<file path="src/rtl/sync_fifo_param.sv">
// Synchronous single-clock FIFO with registered read data, occupancy count,
// threshold flags and sticky overflow/underflow error flags.
// All DEPTH entries are usable; the count register, not the pointers,
// is what distinguishes full from empty.
module sync_fifo_param #(
  parameter int WIDTH      = 16,
  parameter int DEPTH      = 8,
  parameter int AFULL_LVL  = 6,
  parameter int AEMPTY_LVL = 1
) (
  input  logic                       clk,
  input  logic                       rst,
  input  logic                       data_1_en,
  input  logic [WIDTH-1:0]           data_1,
  input  logic                       rd_en,
  input  logic                       clr_err,
  output logic [WIDTH-1:0]           data_2,
  output logic                       data_valid_2,
  output logic                       buffer_empty,
  output logic                       buffer_full,
  output logic                       almost_full,
  output logic                       almost_empty,
  output logic [$clog2(DEPTH):0]     count,
  output logic                       overflow,
  output logic                       underflow
);

  localparam int AW = $clog2(DEPTH);
  localparam int CW = AW + 1;

  localparam logic [CW-1:0] FULL_C   = CW'(DEPTH);
  localparam logic [CW-1:0] AFULL_C  = CW'(AFULL_LVL);
  localparam logic [CW-1:0] AEMPTY_C = CW'(AEMPTY_LVL);

  // Storage has no reset so it can map onto block RAM.
  logic [WIDTH-1:0] mem [DEPTH];

  logic [AW-1:0]    wr_ptr_q, wr_ptr_d;
  logic [AW-1:0]    rd_ptr_q, rd_ptr_d;
  logic [CW-1:0]    count_q, count_d;
  logic [WIDTH-1:0] data_2_q, data_2_d;
  logic             valid_q, valid_d;
  logic             ovf_q, ovf_d;
  logic             udf_q, udf_d;

  logic             empty_w;
  logic             full_w;
  logic             wr_acc;
  logic             rd_acc;

  assign empty_w = (count_q == '0);
  assign full_w  = (count_q == FULL_C);

  // A full FIFO rejects writes and an empty one rejects reads, regardless
  // of what the other port does in the same cycle (no fall-through).
  assign wr_acc = data_1_en & ~full_w;
  assign rd_acc = rd_en & ~empty_w;

  // Next-state logic for pointers, count, read register and error flags.
  always_comb begin
    wr_ptr_d = wr_ptr_q;
    rd_ptr_d = rd_ptr_q;
    count_d  = count_q;
    data_2_d = data_2_q;
    valid_d  = 1'b0;

    if (wr_acc) begin
      wr_ptr_d = wr_ptr_q + AW'(1);
    end
    if (rd_acc) begin
      rd_ptr_d = rd_ptr_q + AW'(1);
      data_2_d = mem[rd_ptr_q];
      valid_d  = 1'b1;
    end

    case ({wr_acc, rd_acc})
      2'b10:   count_d = count_q + CW'(1);
      2'b01:   count_d = count_q - CW'(1);
      default: count_d = count_q;
    endcase

    // Setting takes precedence over a coincident clear.
    ovf_d = (ovf_q & ~clr_err) | (data_1_en & full_w);
    udf_d = (udf_q & ~clr_err) | (rd_en & empty_w);
  end

  // Storage write port.
  always_ff @(posedge clk) begin
    if (wr_acc) begin
      mem[wr_ptr_q] <= data_1;
    end
  end

  // Control and output registers with synchronous reset.
  always_ff @(posedge clk) begin
    if (rst) begin
      wr_ptr_q <= '0;
      rd_ptr_q <= '0;
      count_q  <= '0;
      data_2_q <= '0;
      valid_q  <= 1'b0;
      ovf_q    <= 1'b0;
      udf_q    <= 1'b0;
    end else begin
      wr_ptr_q <= wr_ptr_d;
      rd_ptr_q <= rd_ptr_d;
      count_q  <= count_d;
      data_2_q <= data_2_d;
      valid_q  <= valid_d;
      ovf_q    <= ovf_d;
      udf_q    <= udf_d;
    end
  end

  assign data_2       = data_2_q;
  assign data_valid_2 = valid_q;
  assign count        = count_q;
  assign buffer_empty = empty_w;
  assign buffer_full  = full_w;
  assign almost_full  = (count_q >= AFULL_C);
  assign almost_empty = (count_q <= AEMPTY_C);
  assign overflow     = ovf_q;
  assign underflow    = udf_q;

endmodule
</file>
<file path="config.mk">
export PLATFORM = sky130hd
export DESIGN_NAME = sync_fifo_param
export DESIGN_NICKNAME = d
export VERILOG_FILES = /design/src/rtl/sync_fifo_param.sv
export SDC_FILE = /design/constraint.sdc
export NUM_CORES = 1
export LEC_CHECK = 0
export CAP_MARGIN = 20
export CORE_MARGIN = 5
export CORE_UTILIZATION = 30
export CTS_BUF_LIST = sky130_fd_sc_hd__clkbuf_4
export DETAILED_ROUTE_END_ITERATION = 7
export DONT_BUFFER_PORTS = 1
export PLACE_DENSITY = 0.48
export SYNTH_ARGS = -nofsm -noshare
export SYNTH_HDL_FRONTEND = slang
export SYNTH_SLANG_ARGS = --single-unit
</file>
<file path="constraint.sdc">
create_clock -name clk -period 3.2 [get_ports clk]
set_clock_uncertainty 0.15 [all_clocks]
set_input_delay 0.96 -clock clk [delete_from_list [all_inputs] [get_ports clk]]
set_output_delay 0.96 -clock clk [all_outputs]
set_load 0.005 [all_outputs]
</file>
# After elaboration in Yosys (flattened, before gate mapping)
# Memories as Yosys holds them, arrays and structs flattened. A register that Yosys moved wholly into a read port is not among the register bits.
# Index checks and enable logic that the tools add are counted.
[word_totals] ramBits=128 elab_cells=33 mem_count=1 reg_bits=13 input_bits=21 output_inout_bits=27
[classes] add_sub_neg=4 n_mux=4 order_cmp=2 n_bitwise=11 reduce_logical=2 n_eq_ne=3
[mem_list] memory="mem" depth=8 width=16 rd=1 rd_clocked_by_memory_dff=1 write_ports=1 line="36" rtl="logic [WIDTH-1:0] mem [DEPTH];"
[ops] cell="case mux 4 bit (2 select lines)" n=1
[ops] cell="adder 3 x 1 -> 3 bit (second input constant)" n=2
[ops] cell="AND 1 bit" n=6
[ops] cell="adder 4 x 1 -> 4 bit (second input constant)" n=1
[ops] cell="== test 4 bit (second input constant)" n=1
[ops] cell=">= comparator 4 x 3 -> 1 bit (second input constant)" n=1
[ops] cell="<= comparator 4 x 1 -> 1 bit (second input constant)" n=1
[ops] cell="zero test 4 bit" n=1
[ops] cell="subtractor 4 x 1 -> 4 bit (second input constant)" n=1
[ops] cell="2-to-1 mux 1 bit" n=3
[ops] cell="NOT 1 bit" n=3
[ops] cell="== test 2 x 1 -> 1 bit (second input constant)" n=1
[ops] cell="== test 2 bit (second input constant)" n=1
[ops] cell="OR 1 bit" n=2
[ops] cell="nonzero test 2 bit" n=1

# Depth between registers and ports, before layout
[logic_depth] word_depth=5 depth_mapped=10 ltp_nobuf=9

# Least setup slack after synthesis
# No wires, ideal clock.
[synth_path] kind="input to register" startpoint="input port data_1_en" endpoint="memory mem[0][0], enable pin" path_slack_ns=0.144 path_stages=3 arrival_ns=2.496 required_time_ns=2.641 path_cell_list="nand2_1 > or2_2 > nor3_1"
[synth_between] elab_chain_len=3
[synth_lines] item="start: declaration" line="13" rtl="input logic data_1_en,"
[synth_lines] item="AND 1 bit" line="56" rtl="assign wr_acc = data_1_en & ~full_w;"
[synth_lines] item="2-to-1 mux 1 bit" line="89" rtl="if (wr_acc) begin"
[synth_lines] item="2-to-1 mux 1 bit (not written as such)" line="90" rtl="mem[wr_ptr_q] <= data_1;"
[synth_lines] item="end: declaration" line="36"
# No other way between the ends.

# Final worst setup path
[layout_path] startpoint="register count_q[1] (netlist: count[1])" endpoint="output port buffer_empty"
[layout_between] elab_chain_len=1
[layout_lines] item="start: declaration" line="40" rtl="logic [CW-1:0] count_q, count_d;"
[layout_lines] item="start signal: assignment" line="107" rtl="count_q <= count_d;"
[layout_lines] item="zero test 4 bit" line="51" rtl="assign empty_w = (count_q == '0);"
[layout_lines] item="end: declaration" line="19" rtl="output logic buffer_empty,"
# No other way between the ends.

==> flow_metrics.env <==
export IMPL_clk_latency_ns=0.54
export IMPL_layoutNonFillerInstCount=663
export IMPL_crit_type="flop to output port"
export IMPL_dp_slack_ns=0.474
export IMPL_die_y_um=152
export IMPL_status="finished clean"
export IMPL_synthesis_area_um2=6040
export IMPL_hold_buffers=0
export IMPL_vias_per_cell=4.58
export IMPL_die_w_um=152
export IMPL_ys_warnings_count=0
export IMPL_layout_nets=407
export IMPL_grt_overflow_total=0
export IMPL_timing_rr_end="count[3]"
export IMPL_p_per_area_nw_per_um2=723
export IMPL_ctsResizeCount=0
export IMPL_dp_hpwl_um=7450
export IMPL_num_vias=3034
export IMPL_ys_types=33
export IMPL_clock_fmax_ghz=0.345
export IMPL_root_buffer="clkbuf_4"
export IMPL_r2r_start="count[0]"
export IMPL_initial_core_util_pct=30.1
export IMPL_cp_max_fo=7
export IMPL_cts_made_buffers=17
export IMPL_synth_fp_nets=389
export IMPL_dieArea_um2=23100
export IMPL_min_delay_worst_endpoint="rd_ptr_q[0]"
export IMPL_core_um2=20000
export IMPL_fin_crit_sh_pct=90.6
export IMPL_tightest_slew_ns=0.607
export IMPL_layout_common_cells="128 x edfxtp_1, 66 x mux2i_1, 32 x a22oi_1, 28 x dfxtp_1, 18 x buf_4"
export IMPL_reg2reg_setup_slack_ns=0.46
export IMPL_layout_min_cycle_time_ns=2.90
export IMPL_post_drt_wl_per_cell_um=18.6
export IMPL_grt_max_degree=35
export IMPL_wl_um=12300
export IMPL_required_ns=2.09
export IMPL_async_reset_ff_share_pct=0
export IMPL_synth_edff_count=128
export IMPL_io_pin_count=48
export IMPL_finalSetupViolCount=0
export IMPL_startpoint_type="flop"
export IMPL_worstPathArrival_ns=1.79
export IMPL_ys_seq_area_share_pct=73.3
export IMPL_worstRegToRegCells=9
export IMPL_finalSetupTns_ns=0
export IMPL_cts_tree="built"
export IMPL_syn_inst=361
export IMPL_routabilityCongestion=0.690
export IMPL_final_cell_area_um2=6790
export IMPL_drv_cap=0
export IMPL_synth_top_flop_cell="edfxtp_1"
export IMPL_hold_path_class="input port to flop"
export IMPL_ys_ff_latch=157
export IMPL_post_dp_cell_area_um2=6420
export IMPL_cts_sinks=157
export IMPL_finalHoldViolCount=0
export IMPL_antenna_found_initial=1
export IMPL_peakVddDrop_mv=0.337
export IMPL_leakagePower_nw=2.18
export IMPL_drc=0
export IMPL_portBuffers=0
export IMPL_layout_commonest_cell="edfxtp_1"
export IMPL_clk_pin_slew_ns=0.13
export IMPL_slew_violations=0
export IMPL_grt_first_pass_wirelength_um=19500
export IMPL_firstDrtPassIters=5
export IMPL_ant_nets=0
export IMPL_drive_gt1_share_pct=14.5
export IMPL_synthToLayoutAreaGrowth_pct=12.4
export IMPL_grt_pass1_vias=3209
export IMPL_relSlewSlack_pct=59.5
export IMPL_first_iter_violations=113
export IMPL_hp_start="rst"
export IMPL_h_tree_depth=4
export IMPL_syn_avg_cell_area_um2=16.7
export IMPL_final_core_util_pct=33.9
export IMPL_finalWorstSetupSlack_ns=0.301
export IMPL_rsz0062_at_grt="false"
export IMPL_rows=52
export IMPL_track_usage_pct=11.2
export IMPL_cts_setup_buffers=0
export IMPL_clockBufferDepth=2
export IMPL_end_kind="output port"
export IMPL_dp_cells=630
export IMPL_hold_path_depth=1
-- where the power goes --
| group | total [mW] | internal (mW) | switching (mW) |
|---|---|---|---|
| clock | 1.46 | 0.775 | 0.684 |
| combinational | 0.884 | 0.442 | 0.442 |
| sequential | 2.56 | 2.36 | 0.207 |
| total | 4.91 | 3.58 | 1.33 |
-- kinds of logic after synthesis --
kind of cell / Yosys count / synth area share [%]
AOI/OAI and AO/OA: 57 / 7.42
adders and majority gates: 7 / 1.45
xor gates and xnor gates: 6 / 0.870
buffers and inverters: 23 / 2.05
and+or+nand+nor: 45 / 4.02
DFF: 157 / 73.3
muxes: 66 / 10.9
-- worst max-delay path by stage --
stage | startpoint | to | slack [ns] | cells after the start
2_1_floorplan | data_1_en | mem[0][0] | 0.14 | 3
3_3_place_gp | count[0] | count[3] | 0.51 | 9
3_5_place_dp | count[0] | count[3] | 0.47 | 9
4_1_cts | count[0] | buffer_empty | 0.22 | 4
5_1_grt | count[1] | buffer_empty | 0.15 | 4
6_report | count[1] | buffer_empty | 0.30 | 4
-- flip-flops by register name, indices dropped and copies added (netlist names) --
register      count
mem             128
wr_ptr_q          3
rd_ptr_q          3
overflow          1
count             4
data_valid_2      1
underflow         1
data_2           16
-- metrics by stage --
step           total power [mW]  hold WS [ns]
2_1_floorplan              3.28         0.312
3_3_place_gp               3.51         0.325
3_5_place_dp               3.53         0.333
4_1_cts                    5.00         0.239
5_1_grt                    5.16         0.244
6_report                   4.91         0.315
-- Yosys cell counts, types with 2 or more instances --
cell	number	area share, %
nor2_1	17	1.1
a32o_1	16	2.7
clkbuf_1	9	0.56
nor3_1	3	0.25
nand2_1	4	0.25
xor2_1	4	0.58
a22oi_1	32	4.0
xnor2_1	2	0.29
o21ai_0	2	0.17
nand3_1	4	0.33
a21oi_1	6	0.50
mux2i_1	66	11
buf_6	2	0.37
edfxtp_1	128	64
nor2b_1	4	0.41
ha_1	7	1.5
inv_1	4	0.25
buf_2	6	0.50
dfxtp_1	29	9.6
nand2b_1	3	0.31
-- layout make-up --
cell class	instances	area, um^2
inverters	4	15.0
diodes	1	2.50
repair buffers	18	135
well taps	270	338
multi-input cells	181	1500
clock inverters	15	243
clock buffers	17	128
fillers	1977	13200
flip-flops and latches	157	4430
-- critical path, stage by stage (launching register included) --
cell and delay (ns):
dfxtp_1 0.40, inv_1 0.13, ha_1 0.21, or3b_4 0.40, inv_1 0.10
-- layer usage --
metal | track usage, % | wire length [um] | vias to the layer above
met5 | 0 | 0 | -
li1 | - | - | 1453
met1 | 13.3 | 5260 | 1510
met4 | 4.88 | 197 | 0
met3 | 3.38 | 613 | 16
met2 | 19.0 | 6250 | 55
Note: power is estimated with default switching activity, not from simulation.
